`src/rtl/banco_registros_multipuerto.sv`:
```
// Multiport register file: N entries of K bits, one write port, two registered read ports
// and a per-entry pending scoreboard. Define BANCO_BYPASS_EN to forward same-edge writes to the read ports.
module banco_registros_multipuerto #(
   parameter int K        = 12,
   parameter int N        = 8,
   parameter int ZERO_REG = 1,
   localparam int AW      = $clog2(N)
) (
   input  logic          CLK,
   input  logic          Reset,
   input  logic          WE,
   input  logic [AW-1:0] WAddr,
   input  logic [K-1:0]  WData,
   input  logic          Mark,
   input  logic [AW-1:0] MAddr,
   input  logic [AW-1:0] RAddrA,
   input  logic [AW-1:0] RAddrB,
   output logic [K-1:0]  QA,
   output logic [K-1:0]  QB,
   output logic          BusyA,
   output logic          BusyB
);

   localparam logic [AW:0] NumEntries = (AW+1)'(N);

   logic [K-1:0] mem_q [N];
   logic [K-1:0] mem_d [N];
   logic [N-1:0] pend_q, pend_d;
   logic [K-1:0] qA_q, qA_d, qB_q, qB_d;
   logic         busyA_q, busyA_d, busyB_q, busyB_d;
   logic         wrEn, mkEn;

   // An address is live when it names a real entry that is not the hardwired zero register
   function automatic logic addrLive(input logic [AW-1:0] addr);
      return ({1'b0, addr} < NumEntries) && !((ZERO_REG != 0) && (addr == '0));
   endfunction

   // Returns {pending, data} as seen by a read port at this edge
   function automatic logic [K:0] readEntry(input logic [AW-1:0] addr);
      logic [K:0] r;
      r = '0;
      if (addrLive(addr)) begin
         r = {pend_q[addr], mem_q[addr]};
`ifdef BANCO_BYPASS_EN
         if (wrEn && (addr == WAddr))
            r = {mkEn && (MAddr == addr), WData};
`endif
      end
      return r;
   endfunction

   // Mark is applied after the write so a same-edge mark leaves the entry pending
   always_comb begin
      wrEn   = WE && addrLive(WAddr);
      mkEn   = Mark && addrLive(MAddr);
      mem_d  = mem_q;
      pend_d = pend_q;
      if (wrEn) begin
         mem_d[WAddr]  = WData;
         pend_d[WAddr] = 1'b0;
      end
      if (mkEn)
         pend_d[MAddr] = 1'b1;
   end

   always_comb begin
      {busyA_d, qA_d} = readEntry(RAddrA);
      {busyB_d, qB_d} = readEntry(RAddrB);
   end

   always_ff @(posedge CLK) begin
      if (Reset) begin
         for (int i = 0; i < N; i++)
            mem_q[i] <= '0;
         pend_q  <= '0;
         qA_q    <= '0;
         qB_q    <= '0;
         busyA_q <= 1'b0;
         busyB_q <= 1'b0;
      end else begin
         mem_q   <= mem_d;
         pend_q  <= pend_d;
         qA_q    <= qA_d;
         qB_q    <= qB_d;
         busyA_q <= busyA_d;
         busyB_q <= busyB_d;
      end
   end

   assign QA    = qA_q;
   assign QB    = qB_q;
   assign BusyA = busyA_q;
   assign BusyB = busyB_q;

endmodule

```
`config.mk`:
```
export PLATFORM = sky130hd
export DESIGN_NAME = banco_registros_multipuerto
export DESIGN_NICKNAME = d
export VERILOG_FILES = /design/src/rtl/banco_registros_multipuerto.sv
export SDC_FILE = /design/constraint.sdc
export NUM_CORES = 1
export LEC_CHECK = 0
export BUFFER_PORTS_ARGS = -buffer_cell sky130_fd_sc_hd__clkbuf_2
export CORE_MARGIN = 4
export CORE_UTILIZATION = 40
export DETAILED_ROUTE_END_ITERATION = 10
export PLACE_DENSITY = 0.62
export SETUP_SLACK_MARGIN = 0.5
export SYNTH_ARGS = -nofsm -noshare
export SYNTH_HDL_FRONTEND = slang
export SYNTH_SLANG_ARGS = --single-unit
```
`constraint.sdc`:
```
create_clock -name CLK -period 2.8 [get_ports CLK]
set_input_delay 0.7 -clock CLK [delete_from_list [all_inputs] [get_ports CLK]]
set_output_delay 0.7 -clock CLK [all_outputs]
set_load 0.01 [all_outputs]
```
# --- Word level (Yosys, flattened, before mapping) ---
# Cells that the tools add are included.
word_totals:
  register_bits: 130
  latchBits: 0
  ramBits: 0
  romBits: 0
  input_bits: 28
  output_inout_bits: 26
  elab_cells: 61
  n_memories: 0
op_classes:
  addsub: 0
  n_mul: 0
  div_mod_pow: 0
  order_cmp: 10
  n_eq_ne: 0
  shift: 0
  muxes: 19
  bitwise_logic: 6
  reduce_logical: 13
ops:
  columns: ["operator", "n"]
  rows:
  - ["$bwmux 96", 1]
  - ["$bmux 12 s3", 2]
  - ["$mux 12", 5]
  - ["$demux 12 s3", 1]
  - ["$lt 3x4->1 const B", 4]
  - ["$mux 8", 2]
  - ["$ge 4x4->1 const B", 3]
  - ["$logic_not 3->1", 4]
  - ["$not 3->4", 3]
  - ["$and 8x8->8", 1]
  - ["$not 8->8", 1]
  - ["$or 8x8->8", 1]
  - ["$bmux 1 s3", 2]
  - ["$demux 1 s3", 2]
  - ["$ge 3x1->1 const B", 2]
  - ["$logic_and 1x1->1", 5]
  - ["$lt 4x1->1 const B", 1]
  - ["$mux 1", 4]
  - ["$reduce_or 2->1", 2]
  - ["$logic_not 1->1", 2]

# --- Depth between registers and ports, before layout ---
depth:
  ltp_word: 9
  ltp_mapped: 6
  ltp_nobuf: 3

# --- Worst setup path after synthesis ---
# Ideal clock, no wire load.
synth_timing:
  kind: "input port to flip-flop"
  from: "input port RAddrA[0]"
  to: "register qA_q[2] (netlist: QA[2])"
  setup_ns: 0.132
  arrival_time_ns: 1.671
  required_time_ns: 2.668
  slack_ns: 0.997
  stages: 6
  path_buffers: 3
  cell_sequence: "buf_6 > buf_12 > buf_8 > mux2_4 > a221oi_2 > nor3_1"
synth_between:
  elab_chain_len: 4
  elab_cells_between_ends: 6
  cone_classes: "mux: 3; bitwise: 1; reduce/logical: 2"
synth_lines:
  columns: ["element", "line", "text"]
  rows:
  - ["start: declaration", "16", "input logic [AW-1:0] RAddrA,"]
  - ["$not 3->4 (implied by the code)", "43", "r = {pend_q[addr], mem_q[addr]};"]
  - ["$bmux 12 s3", "43", null]
  - ["$mux 12 (implied by the code) (2 in series)", "43", null]
  - ["end signal: assignment", "83", "qA_q <= qA_d;"]
  - ["end: declaration", "29", "logic [K-1:0] qA_q, qA_d, qB_q, qB_d;"]
# Parallel ways exist; a longest one is shown, timed or not. The select of a mux whose other input is x is not followed.
# A chain may end at the register's enable or synchronous reset.

# --- Worst setup path after layout ---
layout_timing:
  from: "input port RAddrB[0]"
  to: "register qB_q[7] (netlist: QB[7])"
layout_between:
  elab_chain_len: 4
  elab_cells_between_ends: 6
  cone_classes: "mux: 3; bitwise: 1; reduce/logical: 2"
layout_lines:
  columns: ["element", "line", "text"]
  rows:
  - ["start: declaration", "17", "input logic [AW-1:0] RAddrB,"]
  - ["$not 3->4 (implied by the code)", "43", null]
  - ["$bmux 12 s3", "43", null]
  - ["$mux 12 (implied by the code) (2 in series)", "43", null]
  - ["end signal: assignment", "84", "qB_q <= qB_d;"]
  - ["end: declaration", "29", null]
# Parallel ways exist; a longest one is shown, timed or not. The select of a mux whose other input is x is not followed.

==> impl_metrics.py <==
metrics = {
    "outcome": {
        "status": "complete, no violations",
    },
    "synthesis": {
        "ys_types": 37,
        "ys_warn_count": 0,
        "yosys.area_share.simple": 0.202,
        "synth_compound_area_frac": 0.144,
        "synth_top_area_share": 0.435,
        "synth.area.mux_share": 0.170,
        "synth_fa_ha_area_frac": 0,
        "syn_nets": 658,
        "synthTopCellsByArea": "dfxtp_1, nand2_1, a21oi_1, mux2i_1, mux4_2",
        "synth_cells": 630,
        "yosysTopAreaCell": "dfxtp_1",
        "synth.cell_area_um2": 5790,
        "synth_xor_area_frac": 0,
        "synth_seq_area_share": 0.435,
        "ys_ff_latch": 126,
        "avgSynthCellArea_um2": 9.20,
        "synth_top_family_by_area": "simple AND/OR/NAND/NOR gates",
    },
    "setup_path": {
        "r2r_end": "BusyA$_SDFF_PP0_",
        "required_ps": 3110,
        "r2r_start": "pend_q[3]$_SDFF_PP0_",
        "r2r_slack_ps": 1590,
        "rr_worst_depth": 3,
        "path_delay_family": "buffers and inverters",
        "cpPeakStageDelay_ps": 530,
        "crit_fanout": 19,
        "crit_chain": "clkbuf_2 -> buf_4 -> mux2i_1 -> o22ai_1 -> o21a_1",
        "worstSetupPathType": "in2reg",
        "cp.arrival_ps": 2090,
        "cp_num_buf_inv": 2,
        "endpoint_kind": "register",
        "critPathLaunchType": "primary input",
        "crit_slowest_cell": "clkbuf_2",
    },
    "global_routing": {
        "grt.total_usage": 0.216,
        "grt_pass1_vias": 4954,
        "grt_antenna_before_repair": 0,
        "grt_pass1_wl_mm": 27.3,
        "grt_overflow_total": 0,
        "grt_max_degree": 49,
    },
    "layout": {
        "multi_input_area_um2": 2990,
        "fin_area_um2": 6700,
        "fin_util": 0.477,
        "diodes": 0,
        "nFillCells": 1307,
        "final_common_cell": "nand2_1",
        "nNetsFinal": 700,
        "layout_common_cells": "nand2_1, dfxtp_1, a21oi_1, clkbuf_2, mux2i_1",
        "syn2layout_area_growth_pct": 15.7,
        "drive_above_1_share": 0.208,
        "fin_cells": 864,
        "final-seq-area_um2": 2520,
    },
    "floorplanning": {
        "die_area_um2": 16500,
        "io_pins": 54,
        "coreArea_um2": 14000,
        "initial_core_util": 0.413,
        "die_h_um": 128,
        "num_rows": 43,
        "die_w_um": 128,
    },
    "clock_network": {
        "cts_tree": "built",
        "numCtsBuffers": 17,
        "clk_pin_slew_worst_paths_ps": 50,
        "insertion_delay_ps": 410,
        "post_cts_buffers": 0,
        "hold_buffers": 0,
        "htree_levels": 4,
        "cts.repair.resized": 0,
        "clkSinkCount": 126,
        "root_buffer": "clkbuf_16",
        "cts_buffer_depth": 2,
    },
    "detailed_routing": {
        "drt_iter0_drc": 516,
        "antenna_left": 0,
        "routed_wl_mm": 17.4,
        "vias": 4927,
        "wire_per_inst_um": 20.1,
        "route.detailed.drc": 0,
        "vias_per_cell": 5.70,
        "drt_first_pass_iters": 5,
    },
    "hold_path": {
        "min_from": "pend_q[6]$_SDFF_PP0_",
        "hp-class": "reg2reg",
        "hold_path_end": "pend_q[6]$_SDFF_PP0_",
        "hold_depth": 2,
    },
    "pwr": {
        "vdd.ir_drop.worst_mv": 0.464,
        "power_leakage_nw": 2.53,
        "p_total_mw": 4.20,
        "power.density_nw_per_um2": 627,
    },
    "timing": {
        "timing.final.crit_period_ps": 1780,
        "hold_viol": 0,
        "period_share": 0.635,
        "max_freq_mhz": 562,
        "finalClockSkew_ps": 5.22,
        "max_slew_margin": 0.526,
        "worst_slew_pin_slew_ps": 711,
        "holdWs_ps": 467,
        "finalSetupTns_ps": 0,
        "setup_violations": 0,
        "slew_violations": 0,
        "rsz0062_at_grt": "false",
        "fin_ws_ps": 1020,
    },
    "placement": {
        "io_buffers": 53,
        "place_ws_ps": 616,
        "dpl.hpwl_mm": 11.3,
        "place.gp.congestion": 0.795,
        "dp_cells": 833,
        "placed_cell_area_um2": 6170,
    },
    "job": {
        "maxCapViolCount": 0,
    },
}
## where the power goes
part | switching, mW | internal (mW)
combinational | 0.224 | 0.134
clock | 0.765 | 1.21
sequential | 0.0286 | 1.84
## routing by layer
| layer | global-route usage | vias up | part of all wire |
|---|---|---|---|
| met4 | 0.0930 | 0 | 0.027 |
| met3 | 0.0494 | 41 | 0.067 |
| met2 | 0.356 | 197 | 0.48 |
| li1 | - | 2306 | - |
| met1 | 0.271 | 2383 | 0.42 |
| met5 | 0 | - | 0 |
## cell usage after synthesis
master,instances
mux2_2,8
mux2_4,8
nor2_1,3
and4b_1,3
mux4_1,5
clkbuf_1,21
or2_2,1
nand2b_1,2
buf_1,2
clkbuf_2,4
nand4bb_1,3
nor3_1,18
buf_12,1
nand4_1,2
nor2b_4,1
a221oi_2,8
buf_6,3
nor2b_1,28
and4_1,1
mux4_2,12
buf_4,4
o22ai_1,18
nand4b_1,6
and4bb_1,1
mux2_1,1
and4bb_2,2
o21a_1,9
clkbuf_4,1
buf_2,14
a221oi_1,9
buf_8,1
nor2_2,1
nor4bb_1,3
nand2_1,173
mux2i_1,36
dfxtp_1,126
a21oi_1,91
## worst min-delay path: stages (launching register included)
cell     delay [ps]
dfxtp_1         310
nand2_1          50
a21oi_1          50
## worst max-delay path by stage
stage / start / endpoint / slack, ps / cells after the start
3_5_place_dp: RAddrB[0] / QB[7]$_SDFF_PP0_ / 620 / 5
2_1_floorplan: RAddrA[0] / QA[2]$_SDFF_PP0_ / 1000 / 6
6_report: RAddrB[0] / QB[7]$_SDFF_PP0_ / 1020 / 5
4_1_cts: RAddrB[0] / QB[7]$_SDFF_PP0_ / 1040 / 5
5_1_grt: RAddrB[0] / QB[7]$_SDFF_PP0_ / 990 / 5
3_3_place_gp: RAddrB[0] / QB[7]$_SDFF_PP0_ / 650 / 5
## area by class of cell
cell class	instances	share of cell area
clock buffer	25	0.0739
clock inverter	6	0.00523
multi-input combinational	453	0.446
sequential	126	0.376
tap	180	0.0336
timing repair buffer	74	0.0653
## sequential cells by signal (all words and copies together), names as in the netlist
name    flops
mem_q      92
pend_q      8
BusyA       1
QA         12
BusyB       1
QB         12
## cells by family after synthesis
logic type | after synthesis
AOI/OAI and AO/OA | 135
buffers and inverters | 51
DFF | 126
muxes | 70
and+or+nand+nor | 248
No activity file was read; power rests on OpenSTA's default activity.
